File: config.mk
export PLATFORM = sky130hd
export DESIGN_NAME = mem_port_arbiter
export DESIGN_NICKNAME = d
export VERILOG_FILES = /design/src/rtl/pipe_pkg.sv /design/src/rtl/arb_prio_streak.sv /design/src/rtl/mem_port_arbiter.sv
export SDC_FILE = /design/constraint.sdc
export NUM_CORES = 1
export LEC_CHECK = 0
export ABC_CLOCK_PERIOD_IN_PS = 2650
export CAP_MARGIN = 5
export CORE_AREA = 2 2 195 197
export DETAILED_ROUTE_END_ITERATION = 10
export DIE_AREA = 0 0 197 199
export PLACE_DENSITY = 0.57
export RECOVER_POWER = 25
export SLEW_MARGIN = 40
export SYNTH_ARGS = -nofsm -noshare
export SYNTH_HDL_FRONTEND = slang
export SYNTH_SLANG_ARGS = --single-unit
File: constraint.sdc
create_clock -name clk -period 2.65 [get_ports clk]
set_input_delay 0.53 -clock clk [delete_from_list [all_inputs] [get_ports clk]]
set_output_delay 0.53 -clock clk [all_outputs]
set_load 0.02 [all_outputs]
File: src/rtl/pipe_pkg.sv
// Shared types and widths for the pipeline memory-port arbiter.
package pipe_pkg;

    localparam int ADDR_W  = 64;
    localparam int DATA_W  = 64;
    localparam int INSTR_W = 32;

    typedef enum logic [1:0] {
        IDLE,
        ISSUE,
        WAIT
    } state_t;

    typedef enum logic {
        OWN_IF,
        OWN_LS
    } owner_t;

endpackage

File: src/rtl/arb_prio_streak.sv
// Data-priority grant logic with a bounded data streak so a waiting fetch
// cannot be starved for more than DATA_STREAK_MAX consecutive data grants.
module arb_prio_streak #(
    parameter int DATA_STREAK_MAX = 4
) (
    input  logic clk,
    input  logic rst,
    input  logic arb_en,
    input  logic if_req_valid,
    input  logic if_kill,
    input  logic ls_req_valid,
    output logic grant_if,
    output logic grant_ls
);

    localparam logic [3:0] STREAK_MAX = 4'(DATA_STREAK_MAX);

    logic [3:0] ds_cnt;
    logic       fetch_ok;
    logic       at_max;

    always_comb begin
        fetch_ok = if_req_valid & ~if_kill;
        at_max   = (ds_cnt == STREAK_MAX);
        grant_ls = arb_en & ls_req_valid & ~(fetch_ok & at_max);
        grant_if = arb_en & fetch_ok & (~ls_req_valid | at_max);
    end

    // The streak only grows while a live fetch is actually being passed over.
    always_ff @(posedge clk) begin
        if (rst) begin
            ds_cnt <= 4'd0;
        end else if (grant_if) begin
            ds_cnt <= 4'd0;
        end else if (grant_ls) begin
            if (!fetch_ok)
                ds_cnt <= 4'd0;
            else if (!at_max)
                ds_cnt <= ds_cnt + 4'd1;
        end
    end

endmodule

File: src/rtl/mem_port_arbiter.sv
// Shares one memory port between instruction fetch and load/store, one
// outstanding transaction at a time: arbitrate (IDLE), issue (ISSUE), wait (WAIT).
module mem_port_arbiter #(
    parameter int ADDR_W          = pipe_pkg::ADDR_W,
    parameter int DATA_W          = pipe_pkg::DATA_W,
    parameter int INSTR_W         = pipe_pkg::INSTR_W,
    parameter int DATA_STREAK_MAX = 4
) (
    input  logic               clk,
    input  logic               rst,
    input  logic               if_req_valid,
    output logic               if_req_ready,
    input  logic [ADDR_W-1:0]  if_addr,
    output logic               if_rsp_valid,
    output logic [INSTR_W-1:0] if_rsp_instr,
    input  logic               if_kill,
    input  logic               ls_req_valid,
    output logic               ls_req_ready,
    input  logic [ADDR_W-1:0]  ls_addr,
    input  logic               ls_wen,
    input  logic [DATA_W-1:0]  ls_wdata,
    input  logic [3:0]         ls_wlen,
    output logic               ls_rsp_valid,
    output logic [DATA_W-1:0]  ls_rsp_rdata,
    output logic               mem_req_valid,
    input  logic               mem_req_ready,
    output logic [ADDR_W-1:0]  mem_addr,
    output logic               mem_wen,
    output logic [DATA_W-1:0]  mem_wdata,
    output logic [3:0]         mem_wlen,
    input  logic               mem_rsp_valid,
    input  logic [DATA_W-1:0]  mem_rsp_rdata
);

    import pipe_pkg::*;

    state_t              state_q, state_d;
    owner_t              owner_q;
    logic                kill_q;
    logic                half_q;
    logic [ADDR_W-1:0]   addr_q;
    logic                wen_q;
    logic [DATA_W-1:0]   wdata_q;
    logic [3:0]          wlen_q;
    logic                grant_if, grant_ls;
    logic                arb_en;
    logic                done;

    assign arb_en = (state_q == IDLE);
    assign done   = (state_q == WAIT) & mem_rsp_valid;

    arb_prio_streak #(
        .DATA_STREAK_MAX (DATA_STREAK_MAX)
    ) u_arb (
        .clk          (clk),
        .rst          (rst),
        .arb_en       (arb_en),
        .if_req_valid (if_req_valid),
        .if_kill      (if_kill),
        .ls_req_valid (ls_req_valid),
        .grant_if     (grant_if),
        .grant_ls     (grant_ls)
    );

    assign if_req_ready  = grant_if;
    assign ls_req_ready  = grant_ls;
    assign mem_req_valid = (state_q == ISSUE);
    assign mem_addr      = addr_q;
    assign mem_wen       = wen_q;
    assign mem_wdata     = wdata_q;
    assign mem_wlen      = wlen_q;

    always_comb begin
        state_d = state_q;
        case (state_q)
            IDLE:    if (grant_if | grant_ls) state_d = ISSUE;
            ISSUE:   if (mem_req_ready)       state_d = WAIT;
            WAIT:    if (mem_rsp_valid)       state_d = IDLE;
            default: state_d = IDLE;
        endcase
    end

    always_ff @(posedge clk) begin
        if (rst) state_q <= IDLE;
        else     state_q <= state_d;
    end

    // Request buffer, ownership, kill tracking and registered responses.
    always_ff @(posedge clk) begin
        if (rst) begin
            owner_q      <= OWN_IF;
            kill_q       <= 1'b0;
            half_q       <= 1'b0;
            addr_q       <= '0;
            wen_q        <= 1'b0;
            wdata_q      <= '0;
            wlen_q       <= 4'd0;
            if_rsp_valid <= 1'b0;
            if_rsp_instr <= '0;
            ls_rsp_valid <= 1'b0;
            ls_rsp_rdata <= '0;
        end else begin
            if_rsp_valid <= 1'b0;
            ls_rsp_valid <= 1'b0;

            if (grant_ls) begin
                owner_q <= OWN_LS;
                addr_q  <= ls_addr;
                wen_q   <= ls_wen;
                wdata_q <= ls_wdata;
                wlen_q  <= ls_wlen;
                half_q  <= ls_addr[2];
            end else if (grant_if) begin
                owner_q <= OWN_IF;
                addr_q  <= if_addr;
                wen_q   <= 1'b0;
                wdata_q <= '0;
                wlen_q  <= 4'd0;
                half_q  <= if_addr[2];
            end

            // A killed fetch still drains from memory; only its response is dropped.
            if (done) begin
                kill_q <= 1'b0;
                if (owner_q == OWN_IF) begin
                    if (!(kill_q | if_kill)) begin
                        if_rsp_valid <= 1'b1;
                        if_rsp_instr <= half_q ? mem_rsp_rdata[2*INSTR_W-1:INSTR_W]
                                               : mem_rsp_rdata[INSTR_W-1:0];
                    end
                end else begin
                    ls_rsp_valid <= 1'b1;
                    ls_rsp_rdata <= wen_q ? '0 : mem_rsp_rdata;
                end
            end else if (state_q != IDLE && owner_q == OWN_IF && if_kill) begin
                kill_q <= 1'b1;
            end
        end
    end

endmodule
==> results_dict.tcl, run 1 <==
set metrics [dict create \
    status "finished clean" \
    synth_largest_area_cell "dfxtp_1" \
    wl_per_cell_microns 18.37 \
    synth_cell_type_count 35 \
    synth-warning-count 0 \
    area_delta_synth_final_pct 70.76 \
    grt_overflow_total 0 \
    wl_microns 34780 \
    cp.depth 5 \
    grt.total_usage 0.1645 \
    coreArea_sq_um 37130 \
    dp_hpwl_microns 24210 \
    path_max_fanout 2 \
    cts.sinks 239 \
    worstHoldStart "ls_rsp_rdata[32]" \
    crit_arrival_ns 1.97 \
    fin_util 0.4156 \
    crit_path_end "if_req_ready" \
    numCtsBuffers 29 \
    slew_headroom 0.1207 \
    grt_max_degree 115 \
    row_count 71 \
    syn_area_sq_um 9037 \
    yosys_register_bits 239 \
    ant_nets 0 \
    r2r_end "mem_addr[41]" \
    timing.critical_path.from "if_kill" \
    reg2reg_from "u_arb.ds_cnt[0]" \
    layout.cells.non_filler 1893 \
    mostFrequentLayoutCell "clkdlybuf4s50_1" \
    slowest_delay_ns 0.58 \
    setup_viol 0 \
    fin_skew_ns 0.009172 \
    dpl.cell_count 1841 \
    dp_slack_ns -0.2476 \
    num_vias 8830 \
    final_cell_mix "clkdlybuf4s50_1 (497), dfxtp_1 (238), nor2_1 (174), a21oi_1 (71), a22oi_1 (70)" \
    clk_latency_ns 0.55 \
    crit_chain "dlygate4sd3_1, nor2b_2, nand2_1, a21oi_1, dlygate4sd2_1" \
    synthTopCellsByArea "dfxtp_1 (53%), nor2_1 (7.2%), a211oi_2 (6.9%)" \
    clkSlewWorstSetupHoldPaths_ns 0.06 \
    antenna_found_initial 2 \
    fp.dieH_microns 199 \
    drtIter0Drc 372 \
    worst_slack_ns 0.1485 \
    hold_ws_ns 0.4758 \
    ys_seq_area_frac 0.5294 \
    rsz0062_at_grt "false" \
    worstSetupPathType "in2out" \
    synth_cells 929 \
    post-route-min-period_ns 2.502 \
    finalNetCount 1668 \
    place_congestion 0.7473 \
    synth_top_area_share 0.5294 \
    postCtsSetupRepairBufs 0 \
    hold_viol 0 \
    cts_buffer_depth 3 \
    cp.required_ns 2.12 \
    max_freq_mhz 399.8 \
    dpl-instance-area_sq_um 14600 \
    die_area_sq_um 39200 \
    worstMarginPinSlew_ns 1.319 \
    drc 0 \
    dr.pass1.iters 4 \
    start_util 0.2434 \
    layout-drive-gt1-share 0.08181 \
    startpoint_type "input port" \
    critPathBufInv 2 \
    vdd_drop_max_v 0.0005301 \
    crit_family "buffers and inverters" \
    io_buffers 501 \
    crit_path_end_kind "primary output" \
    htreeDepth 1 \
    vias_per_cell 4.665 \
    r2r_slack_ns 0.28 \
    root_buffer "clkbuf_16" \
    syn_avg_cell_area_sq_um 9.728 \
    hold_class "reg2reg" \
    grt_pass1_wl_microns 50830 \
    tritoncts "yes" \
    chipWidth_microns 197 \
    grt_pass1_vias 8600 \
    slowest_stage "dlygate4sd3_1" \
    ff2ff_path_depth 8 \
    final_area_sq_um 15430 \
    power.density_nw_per_um2 645.7 \
    slew_viol_final 0 \
    pin_count 502 \
    p_leak_uw 0.005663 \
    syn_nets 1199 \
    drv_cap 0 \
    period_share 0.9440 \
]
worst min-delay path by stage:
stage	endpoint	slack, ns	cells after the start
6_report	ls_rsp_rdata[32]	0.48	1
5_1_grt	ls_rsp_rdata[23]	0.49	1
4_1_cts	ls_rsp_rdata[57]	0.48	1
3_5_place_dp	ls_rsp_rdata[43]	0.46	1
3_3_place_gp	ls_rsp_rdata[57]	0.46	1
2_1_floorplan	u_arb.ds_cnt[3]	0.47	2
worst register-to-register path, cell delays in order (launching register included):
cell	delay, ns
dfxtp_1	0.39
inv_1	0.06
ha_1	0.20
and3b_1	0.20
a21o_2	0.25
inv_4	0.09
clkbuf_4	0.63
a21oi_1	0.22
a211oi_2	0.24
per-layer routing:
metal  part of all wire  vias to the layer above  global-route usage
li1                   -                     4273                   -
met1               0.41                     4171              0.1981
met2               0.48                      337              0.2795
met3              0.083                       47             0.05459
met4              0.022                        2             0.04623
met5            0.00037                        -                   0
cell families (layout without fill, tap and decap cells):
kind of cell | after synthesis | after routing | share of synthesized area
AOI/OAI and AO/OA | 309 | 309 | 0.2734
and+or+nand+nor | 256 | 256 | 0.1119
DFF | 239 | 239 | 0.5294
muxes | 32 | 32 | 0.03544
other | 0 | 1 | 0
adders and majority gates | 2 | 2 | 0.002768
buffers and inverters | 91 | 580 | 0.04707
stage by stage:
| step | TNS (ns) | power (uW) |
|---|---|---|
| floorplan | 0 | 4997 |
| global placement | -0.3096 | 6067 |
| detailed placement | -0.2476 | 6086 |
| CTS | 0 | 10160 |
| global route | 0 | 10410 |
| finish | 0 | 9964 |
cell usage after synthesis, drive strengths merged:
cell type / n
mux2i: 32
and2: 1
dfxtp: 239
or2: 1
a22oi: 70
nor2: 174
o21ai: 2
a21oi: 71
a21o: 2
nand2: 65
a22o: 64
nand2b: 1
o21a: 1
nor2b: 4
inv: 4
and3b: 1
a311oi: 2
buf: 41
clkbuf: 46
o32ai: 1
nand3: 2
nand3b: 2
ha: 2
nor3: 2
or3b: 1
or3: 1
a211oi: 96
nor4: 1
registers in the layout, summed over array words and instances (netlist names):
name	count
owner_q	1
mem_wen	1
mem_addr	64
if_rsp_instr	32
mem_wdata	64
ls_rsp_valid	1
ls_rsp_rdata	64
state_q	2
if_rsp_valid	1
mem_wlen	4
kill_q	1
u_arb.ds_cnt	4
timing repair:
item	CTS	global route
endpoints found under the hold margin	0	0
hold buffers	0	0
gates resized for setup	2	0
setup endpoints to repair	1	0
final cells by class:
cell class | count | area (sq um)
repair buffers | 525 | 5268
diodes | 1 | 2.502
fillers | 3615 | 21700
multi-input cells | 599 | 3807
well taps | 474 | 593.1
flip-flops and latches | 239 | 4786
inverters | 4 | 17.52
clock inverters | 6 | 82.58
clock buffers | 45 | 875.8
power by group:
part           switching, uW  total [uW]  internal (uW)
sequential               115        3920           3800
clock                   1560        4000           2440
combinational           1030        2040           1010
Power figures use the tool's default switching activity.
==> run 2, diff against run 1 <==
Settings changed: SLEW_MARGIN 40 to 20.
==> results of run 2 <==
No change in the layout: final DEF, timing and power equal those of run 1.
